File: src/rtl/ma_pkg.sv
// Shared types and default constants for the multiply-add accumulator slice.
package ma_pkg;

    typedef enum logic [1:0] {
        IDLE,
        ACCUM,
        HOLD
    } ma_state_e;

    localparam int unsigned MA_IN_W   = 5;
    localparam int unsigned MA_ACC_W  = 8;
    localparam int unsigned MA_N      = 8;
    localparam int unsigned MA_CNT_W  = 8;

endpackage

File: src/rtl/ma_accum_if.sv
// Product input and result output handshakes of ma_accum, plus abort and status.
interface ma_accum_if import ma_pkg::*; #(
    parameter int unsigned IN_W  = MA_IN_W,
    parameter int unsigned ACC_W = MA_ACC_W
);

    logic [IN_W-1:0]     p_in;
    logic                p_valid;
    logic                p_ready;
    logic                clr;
    logic [ACC_W-1:0]    acc_out;
    logic                acc_valid;
    logic                acc_ready;
    logic                ovf;
    logic [MA_CNT_W-1:0] cnt;

    // Producer/sink side.
    modport master (
        output p_in,
        output p_valid,
        output clr,
        output acc_ready,
        input  p_ready,
        input  acc_out,
        input  acc_valid,
        input  ovf,
        input  cnt
    );

    // Accumulator side.
    modport slave (
        input  p_in,
        input  p_valid,
        input  clr,
        input  acc_ready,
        output p_ready,
        output acc_out,
        output acc_valid,
        output ovf,
        output cnt
    );

endinterface

File: src/rtl/ma_blk_cnt.sv
// Counts accepted products within a block; flags the accept that completes it.
module ma_blk_cnt import ma_pkg::*; (
    input  logic                clk,
    input  logic                rst,
    input  logic                inc,
    input  logic                clr,
    input  logic [MA_CNT_W-1:0] n,
    output logic [MA_CNT_W-1:0] cnt,
    output logic                last
);

    logic [MA_CNT_W-1:0] cnt_q, cnt_d;

    assign last = inc && (cnt_q == (n - MA_CNT_W'(1)));
    assign cnt  = cnt_q;

    always_comb begin
        cnt_d = cnt_q;
        if (clr) begin
            cnt_d = '0;
        end else if (inc) begin
            // The completing accept wraps straight back to an empty block.
            cnt_d = last ? '0 : cnt_q + MA_CNT_W'(1);
        end
    end

    always_ff @(posedge clk) begin
        if (rst) begin
            cnt_q <= '0;
        end else begin
            cnt_q <= cnt_d;
        end
    end

endmodule

File: src/rtl/ma_accum.sv
// Sums blocks of N products and holds each sum for a valid/ready sink.
// Define MA_ACC_SAT_EN to saturate on overflow instead of wrapping.
module ma_accum import ma_pkg::*; #(
    parameter int unsigned N     = MA_N,
    parameter int unsigned IN_W  = MA_IN_W,
    parameter int unsigned ACC_W = MA_ACC_W
) (
    input logic        clk,
    input logic        rst,
    ma_accum_if.slave  bus
);

    localparam int unsigned        SumW = ACC_W + 1;
    localparam logic [MA_CNT_W-1:0] NCnt = MA_CNT_W'(N);

    ma_state_e         state_q, state_d;
    logic [ACC_W-1:0]  acc_q, acc_d;
    logic [ACC_W-1:0]  acc_out_q, acc_out_d;
    logic              ovf_run_q, ovf_run_d;
    logic              acc_valid_q, acc_valid_d;
    logic              ovf_q, ovf_d;

    logic              p_ready;
    logic              accept;
    logic              blk_clr;
    logic              last;
    logic [MA_CNT_W-1:0] cnt;
    logic [SumW-1:0]   sum;
    logic [ACC_W-1:0]  acc_next;
    logic              ovf_next;

    assign p_ready  = (state_q != HOLD);
    // clr beats a simultaneous product; in HOLD it is ignored so the result survives.
    assign blk_clr  = bus.clr && (state_q != HOLD);
    assign accept   = bus.p_valid && p_ready && !bus.clr;

    assign sum      = SumW'(acc_q) + SumW'(bus.p_in);
    assign ovf_next = ovf_run_q | sum[ACC_W];

`ifdef MA_ACC_SAT_EN
    assign acc_next = ovf_next ? {ACC_W{1'b1}} : sum[ACC_W-1:0];
`else
    assign acc_next = sum[ACC_W-1:0];
`endif

    ma_blk_cnt u_blk_cnt (
        .clk  (clk),
        .rst  (rst),
        .inc  (accept),
        .clr  (blk_clr),
        .n    (NCnt),
        .cnt  (cnt),
        .last (last)
    );

    always_comb begin
        state_d     = state_q;
        acc_d       = acc_q;
        ovf_run_d   = ovf_run_q;
        acc_out_d   = acc_out_q;
        acc_valid_d = acc_valid_q;
        ovf_d       = ovf_q;

        unique case (state_q)
            IDLE, ACCUM: begin
                if (blk_clr) begin
                    state_d   = IDLE;
                    acc_d     = '0;
                    ovf_run_d = 1'b0;
                end else if (accept) begin
                    if (last) begin
                        state_d     = HOLD;
                        acc_d       = '0;
                        ovf_run_d   = 1'b0;
                        acc_out_d   = acc_next;
                        acc_valid_d = 1'b1;
                        ovf_d       = ovf_next;
                    end else begin
                        state_d   = ACCUM;
                        acc_d     = acc_next;
                        ovf_run_d = ovf_next;
                    end
                end
            end
            HOLD: begin
                if (bus.acc_ready) begin
                    state_d     = IDLE;
                    acc_valid_d = 1'b0;
                end
            end
            default: begin
                state_d = IDLE;
            end
        endcase
    end

    always_ff @(posedge clk) begin
        if (rst) begin
            state_q     <= IDLE;
            acc_q       <= '0;
            ovf_run_q   <= 1'b0;
            acc_out_q   <= '0;
            acc_valid_q <= 1'b0;
            ovf_q       <= 1'b0;
        end else begin
            state_q     <= state_d;
            acc_q       <= acc_d;
            ovf_run_q   <= ovf_run_d;
            acc_out_q   <= acc_out_d;
            acc_valid_q <= acc_valid_d;
            ovf_q       <= ovf_d;
        end
    end

    assign bus.p_ready   = p_ready;
    assign bus.acc_out   = acc_out_q;
    assign bus.acc_valid = acc_valid_q;
    assign bus.ovf       = ovf_q;
    assign bus.cnt       = cnt;

endmodule

File: src/flat_wrapper.sv
// flat-port wrapper written by rule: the top's interface ports become plain ports
module ma_accum_flat import ma_pkg::*;
#(
    parameter int unsigned N     = MA_N,
    parameter int unsigned IN_W  = MA_IN_W,
    parameter int unsigned ACC_W = MA_ACC_W
)
  (clk, rst, bus_p_in, bus_p_valid, bus_clr, bus_acc_ready, bus_p_ready, bus_acc_out, bus_acc_valid, bus_ovf, bus_cnt);
  ma_accum_if #(.IN_W(IN_W), .ACC_W(ACC_W)) bus_i ();
  input logic clk;
  input logic rst;
  input wire logic [$bits(bus_i.p_in)-1:0] bus_p_in;
  input wire logic [$bits(bus_i.p_valid)-1:0] bus_p_valid;
  input wire logic [$bits(bus_i.clr)-1:0] bus_clr;
  input wire logic [$bits(bus_i.acc_ready)-1:0] bus_acc_ready;
  output wire logic [$bits(bus_i.p_ready)-1:0] bus_p_ready;
  output wire logic [$bits(bus_i.acc_out)-1:0] bus_acc_out;
  output wire logic [$bits(bus_i.acc_valid)-1:0] bus_acc_valid;
  output wire logic [$bits(bus_i.ovf)-1:0] bus_ovf;
  output wire logic [$bits(bus_i.cnt)-1:0] bus_cnt;
  assign bus_i.p_in = bus_p_in;
  assign bus_i.p_valid = bus_p_valid;
  assign bus_i.clr = bus_clr;
  assign bus_i.acc_ready = bus_acc_ready;
  assign bus_p_ready = bus_i.p_ready;
  assign bus_acc_out = bus_i.acc_out;
  assign bus_acc_valid = bus_i.acc_valid;
  assign bus_ovf = bus_i.ovf;
  assign bus_cnt = bus_i.cnt;
  ma_accum #(.N(N), .IN_W(IN_W), .ACC_W(ACC_W)) u_core (.clk(clk), .rst(rst), .bus(bus_i));
endmodule
File: config.mk
export PLATFORM = sky130hd
export DESIGN_NAME = ma_accum_flat
export DESIGN_NICKNAME = d
export VERILOG_FILES = /design/src/rtl/ma_pkg.sv /design/src/rtl/ma_accum_if.sv /design/src/rtl/ma_blk_cnt.sv /design/src/rtl/ma_accum.sv /design/src/flat_wrapper.sv
export SDC_FILE = /design/constraint.sdc
export NUM_CORES = 1
export LEC_CHECK = 0
export CAP_MARGIN = 40
export CORE_UTILIZATION = 52
export CTS_CLUSTER_DIAMETER = 50
export DETAILED_ROUTE_END_ITERATION = 10
export HOLD_SLACK_MARGIN = 0.15
export PLACE_DENSITY = 0.81
export SLEW_MARGIN = 30
export SYNTH_ARGS = -nofsm -noshare
export SYNTH_HDL_FRONTEND = slang
export SYNTH_SLANG_ARGS = --single-unit
export TNS_END_PERCENT = 100
File: constraint.sdc
create_clock -name clk -period 6.49 [get_ports clk]
set_input_delay 1.947 -clock clk [delete_from_list [all_inputs] [get_ports clk]]
set_output_delay 1.947 -clock clk [all_outputs]
set_load 0.005 [all_outputs]
# --- Word-level counts from Yosys, hierarchy flattened ---
# Cells that the tools add are included.
classes:
  n_reduce_logical: 14
  n_eq_ne: 9
  n_addsub: 2
  bitwise_logic: 2
  n_mux: 17
ops:
  columns: ["cell", "count"]
  rows:
  - ["$mux W8", 4]
  - ["$ne A2 B2 Y1 const B", 5]
  - ["$add A8 B5 Y9", 1]
  - ["$add A8 B1 Y8 const B", 1]
  - ["$eq A8 B3 Y1 const B", 1]
  - ["$mux W2", 4]
  - ["$mux W1", 7]
  - ["$reduce_and A5 Y1", 1]
  - ["$logic_and A1 B1 Y1", 4]
  - ["$pmux W2 S2", 1]
  - ["$reduce_and A2 Y1", 2]
  - ["$reduce_and A4 Y1", 1]
  - ["$reduce_bool A2 Y1", 2]
  - ["$reduce_or A2 Y1", 2]
  - ["$ne A3 B2 Y1 const B", 1]
  - ["$eq A2 B1 Y1 const B", 1]
  - ["$eq A2 B2 Y1 const B", 1]
  - ["$logic_not A2 Y1", 1]
  - ["$pmux W1 S2", 1]
  - ["$logic_not A1 Y1", 1]
  - ["$not A1 Y1", 1]
  - ["$or A1 B1 Y1", 1]
word_totals:
  elab_cells: 51
  reg_bits: 29

# --- Logic depth before layout (Yosys ltp) ---
# Gate-level depths: netlist of run 1.
logic_depth:
  word_depth: 8
  mapped_depth: 7

# --- By module ---
# From an unflattened synthesis of run 1, not the netlist that was laid out.
hier_totals:
  hier_cells: 196
  area_unflattened_um2: 1745.4
by_module_without_submodules:
  columns: ["mod", "seq_area_each_um2", "cells_each", "n_inst", "area_per_inst_um2"]
  rows:
  - ["ma_accum", 420.4, 124, 1, 1123.6]
  - ["ma_blk_cnt", 160.2, 72, 1, 621.8]

# --- Worst setup path after synthesis of run 1 ---
# No wires, ideal clock.
synth_timing:
  kind: "input to register"
  startpoint: "in bus_p_in[0]"
  endpoint: "reg u_core.acc_q[6]"
  setup_ns: 0.128
  arrival_ns: 3.352
  stages: 7
  setup_slack_ns: 3.010
  path_cell_list: "ha_1 -> fa_1 -> a211oi_1 -> o31ai_1 -> xor2_1 -> a22oi_1 -> nor2_1"
synth_between:
  elab_chain_cells: 4
synth_lines:
  columns: ["item", "line_no", "source"]
  rows:
  - ["start, declared", "flat_wrapper.sv:12", "input wire logic [$bits(bus_i.p_in)-1:0] bus_p_in;"]
  - ["$add A8 B5 Y9", "ma_accum.sv:37", "assign sum = SumW'(acc_q) + SumW'(bus.p_in);"]
  - ["$mux W8", "ma_accum.sv:71", "if (last) begin"]
  - ["$mux W8", "ma_accum.sv:70", "end else if (accept) begin"]
  - ["$mux W8", "ma_accum.sv:66", "if (blk_clr) begin"]
  - ["end signal, assigned", "ma_accum.sv:100", "acc_q <= '0;"]
  - ["end signal, assigned", "ma_accum.sv:107", "acc_q <= acc_d;"]
  - ["end, declared", "ma_accum.sv:17", "logic [ACC_W-1:0] acc_q, acc_d;"]
# No other way between the ends. The select of a mux whose other input is x is not followed.
# A chain may end at the register's enable or synchronous reset.

# --- Worst setup path after layout of run 1 ---
# Same ends and word-level chain as after synthesis.

==> impl_metrics.sql, run 1 <==
INSERT INTO impl_metrics (metric_group, metric, value, unit) VALUES
('routing', 'wl', '2960', 'um'),
('logic_synthesis', 'synth_top_cell_area_share', '0.405', ''),
('logic_synthesis', 'synthesis.area', '1430', 'sq um'),
('clock_tree', 'cts_tree', 'done', ''),
('logic_synthesis', 'synthMostInstantiatedCell', 'sky130_fd_sc_hd__dfxtp_1', ''),
('clock_tree', 'cts-buffers-inserted', '5', ''),
('logic_synthesis', 'synth-edff-count', '0', ''),
('sta', 'max_freq', '267', 'MHz'),
('global_routing', 'grtUsageTotal', '0.229', ''),
('clock_tree', 'postCtsHoldBufs', '0', ''),
('global_routing', 'initial_antenna_violation_count', '0', ''),
('sta', 'final_period_minus_worst_setup_slack', '3.75', 'ns'),
('min_path', 'holdCritPathClass', 'flop to flop', ''),
('sta', 'setup-tns-final', '0', 'ns'),
('clock_tree', 'clock_tree.htree_level_count', '2', ''),
('setup_path', 'data_required_time_at_the_worst_endpoint', '6.70', 'ns'),
('logic_synthesis', 'postSynthRegisterBits', '29', ''),
('clock_tree', 'cts.sinks', '29', ''),
('logic_synthesis', 'synth-seq-area-share', '0.405', ''),
('global_routing', 'global_route.usage.met1', '0.271', ''),
('routing', 'dr_drc_count', '0', ''),
('routing', 'drt_iter0_markers', '25', ''),
('power', 'vdd_ir_drop_max', '165', 'uV'),
('logic_synthesis', 'syn-mean-instance-area', '9.36', 'sq um'),
('final_layout', 'n_antenna_cell', '0', ''),
('logic_synthesis', 'synth_warnings', '0', ''),
('global_routing', 'grt_util_met3', '0.0861', ''),
('global_routing', 'grt_first_pass_wirelength', '4690', 'um'),
('setup_path', 'worst-path-max-fanout', '2', ''),
('setup_path', 'critical_path_arrival', '3.96', 'ns'),
('logic_synthesis', 'synth_commonest_cells', '29 x sky130_fd_sc_hd__dfxtp_1, 28 x sky130_fd_sc_hd__nor2_1, 11 x sky130_fd_sc_hd__nand2_1', ''),
('final_layout', 'finish.cell_count_without_fillers', '214', ''),
('logic_synthesis', 'synth.largest_area_cell', 'sky130_fd_sc_hd__dfxtp_1', ''),
('setup_path', 'criticalPathCategory', 'input pin to flop', ''),
('sta', 'timing.clock.skew', '0.0117', 'ns'),
('sta', 'max_slew_margin', '0.628', ''),
('routing', 'detailroute.via_count', '1236', ''),
('logic_synthesis', 'synth_top_family_by_area', 'simple AND/OR/NAND/NOR gates', ''),
('clock_tree', 'cts_max_path_buffers', '2', ''),
('sta', 'setup_viol', '0', ''),
('sta', 'worst-slew-pin-transition', '0.554', 'ns'),
('place', 'placement.io_buffers', '28', ''),
('floorplanning', 'die_area', '2970', 'sq um'),
('final_layout', 'drive_above_1_share', '0.0870', ''),
('sta', 'hold_violations', '0', ''),
('floorplanning', 'dieHeight', '54.5', 'um'),
('routing', 'wl_per_cell', '13.8', 'um'),
('logic_synthesis', 'ys_flop_type', 'sky130_fd_sc_hd__dfxtp_1', ''),
('clock_tree', 'post_cts_buffers', '0', ''),
('logic_synthesis', 'yosys.area_share.xor_xnor', '0.0672', ''),
('floorplanning', 'floorplan.core_area', '2540', 'sq um'),
('clock_tree', 'clk_pin_slew_worst_paths', '0.09', 'ns'),
('power', 'power_per_cell_area', '181', 'nW/um^2'),
('run_status', 'outcome', 'complete, no violations', ''),
('sta', 'share_of_the_cycle_needed_by_the_critical_path_after_routing', '0.577', ''),
('place', 'finalWeightedCongestion', '0.846', ''),
('logic_synthesis', 'top_area_cells_in_the_synthesized_netlist', 'sky130_fd_sc_hd__dfxtp_1 41%, sky130_fd_sc_hd__nor2_1 7.3%, sky130_fd_sc_hd__ha_1 5.2%', ''),
('floorplanning', 'placement_rows', '18', ''),
('place', 'placed_cells', '206', ''),
('logic_synthesis', 'netlist-cell-type-count', '44', ''),
('flow_run', 'timing.max_cap.violations', '0', ''),
('setup_path', 'worstSetupStartpointType', 'input pin', ''),
('logic_synthesis', 'netlist_instances', '153', ''),
('floorplanning', 'floorplan.die.width', '54.5', 'um'),
('final_layout', 'post-route-util', '0.703', ''),
('power', 'power.leakage', '0.657', 'nW'),
('logic_synthesis', 'post_synth_mux_area_share', '0.0419', ''),
('setup_path', 'worstSetupEndpointType', 'flop', ''),
('clock_tree', 'clock_latency', '0.33', 'ns'),
('logic_synthesis', 'synth_compound_gate_area_share', '0.156', ''),
('power', 'power', '0.325', 'mW');
-- worst max-delay path, stage by stage --
cell and delay, ns:
sky130_fd_sc_hd__clkdlybuf4s50_1 0.40, sky130_fd_sc_hd__ha_1 0.23, sky130_fd_sc_hd__fa_1 0.41, sky130_fd_sc_hd__a211oi_1 0.35, sky130_fd_sc_hd__o31ai_1 0.17, sky130_fd_sc_hd__xor2_1 0.18, sky130_fd_sc_hd__a22oi_1 0.21, sky130_fd_sc_hd__nor2_1 0.05
-- state kept, by name, indices dropped and copies added, names as in the netlist --
signal,flops
u_core.acc_q,8
u_core.bus.acc_out,8
u_core.u_blk_cnt.cnt,8
u_core.state_q,2
u_core.bus.acc_valid,1
u_core.bus.ovf,1
u_core.ovf_run_q,1
-- report_power, final --
| group | internal (mW) | switching, mW | leakage, nW |
|---|---|---|---|
| Combinational | 0.0154 | 0.0168 | 0.391 |
| Clock | 0.0510 | 0.0602 | 0.0314 |
| Sequential | 0.180 | 0.00155 | 0.234 |
-- metal layers --
layer	wire [um]	vias up
met5	0	-
met4	51	0
met3	176	6
met2	1400	38
met1	1340	587
li1	-	605
-- through the flow --
step	cell area [sq um]	setup slack [ns]
after floorplan	1430	3.01
after detailed placement	1720	2.42
after CTS	1780	2.76
after global placement	1720	2.44
after global routing	1790	2.60
final	1790	2.74
-- cell usage in the layout, fill, tap and decap left out, types with 2 or more instances in the layout --
master and count:
sky130_fd_sc_hd__nand4_1 2, sky130_fd_sc_hd__a22oi_1 6, sky130_fd_sc_hd__a211oi_1 3, sky130_fd_sc_hd__xnor2_1 4, sky130_fd_sc_hd__a21o_1 3, sky130_fd_sc_hd__clkbuf_4 5, sky130_fd_sc_hd__mux2i_1 6, sky130_fd_sc_hd__nor3_1 5
sky130_fd_sc_hd__nand2b_1 2, sky130_fd_sc_hd__nand3b_1 2, sky130_fd_sc_hd__dfxtp_1 29, sky130_fd_sc_hd__xor2_1 7, sky130_fd_sc_hd__ha_1 6, sky130_fd_sc_hd__nand2_1 11, sky130_fd_sc_hd__nor2_1 28, sky130_fd_sc_hd__clkdlybuf4s50_1 28
sky130_fd_sc_hd__nand3_1 4, sky130_fd_sc_hd__a21oi_1 4, sky130_fd_sc_hd__a31oi_1 2
-- final cells by class --
class | instances | area, sq um
clock buffers | 7 | 55.1
fillers | 190 | 756
inverters | 1 | 3.75
multi-input cells | 118 | 821
flip-flops and latches | 29 | 581
well taps | 30 | 37.5
repair buffers | 29 | 292
-- path summary, 6_finish.rpt --
| check | slack (ns) | startpoint | depth (start not counted) | to |
|---|---|---|---|---|
| hold reg to reg | 0.49 | u_core.bus.acc_valid | 2 | u_core.bus.acc_valid |
| setup / recovery | 2.74 | bus_p_in[0] | 8 | u_core.acc_q[6] |
| hold / removal | 0.49 | u_core.bus.acc_valid | 2 | u_core.bus.acc_valid |
| setup reg to reg | 4.47 | u_core.acc_q[0] | 7 | u_core.acc_q[6] |
-- kinds of logic (layout without fill, tap and decap cells) --
logic type / count (synthesis) / count (layout)
flip-flops: 29 / 29
buffers and inverters: 6 / 37
AO/OA/AOI/OAI: 28 / 28
XOR/XNOR: 11 / 11
AND/OR/NAND/NOR: 66 / 66
multiplexers: 6 / 6
adder cells (fa/ha/maj): 7 / 7
Note: power is estimated with default switching activity, not from simulation.
==> run 2, diff against run 1 <==
Settings changed: CORE_UTILIZATION 52 to 45, PLACE_DENSITY 0.81 to 0.74.
Clock period 6.49 ns to 3.3 ns, I/O delays scaled along.
==> run 2 against run 1 <==
Net effect: clock skew decreased by 0.0063 ns; die area increased by 15%; sequential share of layout area is 0.14 points lower; core utilization shrank 11 points; count of clock-buffer cells in the layout increased by 1; via count decreased by 1.1%; setup slack worse by 2.2 ns; non-clock buffer count is the same; first-iteration DRC count rose by 100%; clock power rose by 81%; combinational power rose by 97%; worst hold slack got worse by 0.0012 ns.
==> impl_metrics.sql, run 2 (synthesis results as in run 1) <==
INSERT INTO impl_metrics (metric_group, metric, value, unit) VALUES
('place', 'placement.cell_area', '1750', 'sq um'),
('power', 'vdd_ir_drop_max', '194', 'uV'),
('routing', 'dr.pass1.iters', '4', ''),
('floorplanning', 'io_pins', '29', ''),
('setup_path', 'critical_path.slowest_cell', 'sky130_fd_sc_hd__clkdlybuf4s50_1', ''),
('sta', 'final_period_minus_worst_setup_slack', '2.76', 'ns'),
('routing', 'drt_iter0_markers', '51', ''),
('setup_path', 'critical_path_arrival', '2.98', 'ns'),
('setup_path', 'worstSetupEndpointType', 'flop', ''),
('setup_path', 'worst-path-max-fanout', '2', ''),
('sta', 'max_slew_margin', '0.605', ''),
('run_status', 'outcome', 'complete, no violations', ''),
('clock_tree', 'clock_tree.htree_level_count', '2', ''),
('clock_tree', 'postCtsHoldBufs', '0', ''),
('sta', 'hold_violations', '0', ''),
('clock_tree', 'post_cts_buffers', '0', ''),
('floorplanning', 'die_area', '3410', 'sq um'),
('global_routing', 'grt-ovfl-total', '0', ''),
('final_layout', 'post-route-util', '0.593', ''),
('sta', 'timing.clock.skew', '0.00546', 'ns'),
('floorplanning', 'placement_rows', '20', ''),
('flow_run', 'timing.max_cap.violations', '0', ''),
('floorplanning', 'floorplan.initialDensity', '0.473', ''),
('place', 'detailed_place_hpwl', '2110', 'um'),
('power', 'power.share.clock', '0.324', ''),
('power', 'power', '0.621', 'mW'),
('clock_tree', 'clk_root_buffer_cell', 'sky130_fd_sc_hd__clkbuf_4', ''),
('global_routing', 'first_global_vias', '1143', ''),
('final_layout', 'n_antenna_cell', '0', ''),
('routing', 'drtAntennaViolNets', '0', ''),
('setup_path', 'timing.critical_path.cells', 'clkdlybuf4s50_1 > ha_1 > fa_1 > a211oi_1 > o31ai_1 > xor2_1 > a22oi_1 > nor2_1', ''),
('clock_tree', 'cts_repair_resize_count', '0', ''),
('global_routing', 'grtUsageTotal', '0.196', ''),
('setup_path', 'worstSetupStartpointType', 'input pin', ''),
('routing', 'wl', '2860', 'um'),
('routing', 'detailroute.via_count', '1222', ''),
('setup_path', 'max_stage_delay', '0.40', 'ns'),
('final_layout', 'fill_cells', '282', ''),
('power', 'power_per_cell_area', '346', 'nW/um^2'),
('routing', 'wl_per_cell', '12.5', 'um'),
('power', 'power.leakage', '0.651', 'nW'),
('final_layout', 'finalInstanceArea', '1800', 'sq um'),
('routing', 'detail_route.vias_per_cell', '5.34', ''),
('sta', 'setup_viol', '0', ''),
('power', 'p_seq_frac', '0.574', ''),
('final_layout', 'area_delta_synth_final', '25.4', '%'),
('clock_tree', 'cts_max_path_buffers', '2', ''),
('clock_tree', 'cts-buffers-inserted', '5', ''),
('clock_tree', 'clock_latency', '0.33', 'ns'),
('floorplanning', 'floorplan.core_area', '3030', 'sq um'),
('clock_tree', 'cts_tree', 'done', ''),
('sta', 'setup-tns-final', '0', 'ns'),
('final_layout', 'final_cell_mix', '29 x sky130_fd_sc_hd__dfxtp_1, 28 x sky130_fd_sc_hd__nor2_1, 28 x sky130_fd_sc_hd__clkdlybuf4s50_1, 11 x sky130_fd_sc_hd__nand2_1, 7 x sky130_fd_sc_hd__xor2_1', ''),
('power', 'switchingPower', '0.153', 'mW'),
('min_path', 'holdCritPathClass', 'flop to flop', ''),
('sta', 'share_of_the_cycle_needed_by_the_critical_path_after_routing', '0.836', ''),
('final_layout', 'multiInputGateArea', '821', 'sq um'),
('global_routing', 'largest_net_degree_at_the_start_of_global_routing', '18', ''),
('place', 'placement.io_buffers', '28', ''),
('setup_path', 'criticalPathCategory', 'input pin to flop', ''),
('sta', 'worst-slew-pin-transition', '0.588', 'ns'),
('clock_tree', 'clk_pin_slew_worst_paths', '0.09', 'ns'),
('final_layout', 'num-nets-final', '201', ''),
('sta', 'finalMaxSlewViolations', '0', ''),
('final_layout', 'layout.cells.most_common', 'sky130_fd_sc_hd__dfxtp_1', ''),
('power', 'swShare', '0.246', ''),
('global_routing', 'grt_first_pass_wirelength', '4980', 'um'),
('place', 'finalWeightedCongestion', '0.871', ''),
('floorplanning', 'dieHeight', '58.4', 'um'),
('global_routing', 'initial_antenna_violation_count', '0', ''),
('sta', 'max_freq', '362', 'MHz'),
('power', 'power_frac_comb', '0.102', ''),
('routing', 'dr_drc_count', '0', ''),
('final_layout', 'seqCellArea', '581', 'sq um'),
('floorplanning', 'floorplan.die.width', '58.4', 'um'),
('clock_tree', 'cts.sinks', '29', ''),
('power', 'cellInternalPower', '0.468', 'mW'),
('sta', 'grt_setup_unrepaired', 'no', ''),
('final_layout', 'drive_above_1_share', '0.0811', ''),
('setup_path', 'data_required_time_at_the_worst_endpoint', '3.52', 'ns');
run 2: power by group through the flow:
stage / clock network [mW] / logic, mW / registers [mW]
3_3_place_gp: 0 / 0.0615 / 0.364
2_1_floorplan: 0 / 0.0407 / 0.364
4_1_cts: 0.209 / 0.0638 / 0.356
3_5_place_dp: 0 / 0.0632 / 0.365
6_report: 0.201 / 0.0635 / 0.356
5_1_grt: 0.228 / 0.0694 / 0.357
run 2: cell type report:
type	count	share of cell area
Multi-Input combinational cell	118	0.457
Sequential cell	29	0.323
Timing Repair Buffer	29	0.160
Tap cell	44	0.0306
Clock buffer	8	0.0272
Inverter	1	0.00209
run 2: worst paths after layout:
kind                     start           endpoint  slack (ns)  depth (start not counted)
max                bus_p_in[0]    u_core.acc_q[6]        0.54                          8
min          u_core.state_q[0]  u_core.state_q[0]        0.49                          2
max reg2reg    u_core.acc_q[0]    u_core.acc_q[6]        1.32                          7
min reg2reg  u_core.state_q[0]  u_core.state_q[0]        0.49                          2
run 2: per-stage QoR:
step | std cells | worst slack [ns] | hold WS, ns
3_3_place_gp | 221 | 0.255 | 0.473
2_1_floorplan | 153 | 0.777 | 0.467
4_1_cts | 229 | 0.565 | 0.495
6_report | 229 | 0.541 | 0.491
3_5_place_dp | 221 | 0.217 | 0.481
5_1_grt | 229 | 0.499 | 0.526
run 2: routing by layer:
metal  part of all wire  global-route usage  vias to the layer above
li1                   -                   -                      618
met1               0.43               0.222                      567
met2               0.50               0.332                       31
met3              0.059              0.0747                        6
met4              0.015              0.0782                        0
met5                  0                   0                        -
run 2: critical path, delay by kind of cell:
| kind | cells | cell delay [ns] |
|---|---|---|
| XOR/XNOR | 1 | 0.17 |
| AND/OR/NAND/NOR | 1 | 0.06 |
| AO/OA/AOI/OAI | 3 | 0.72 |
| adder cells (fa/ha/maj) | 2 | 0.63 |
| buffers and inverters | 1 | 0.40 |
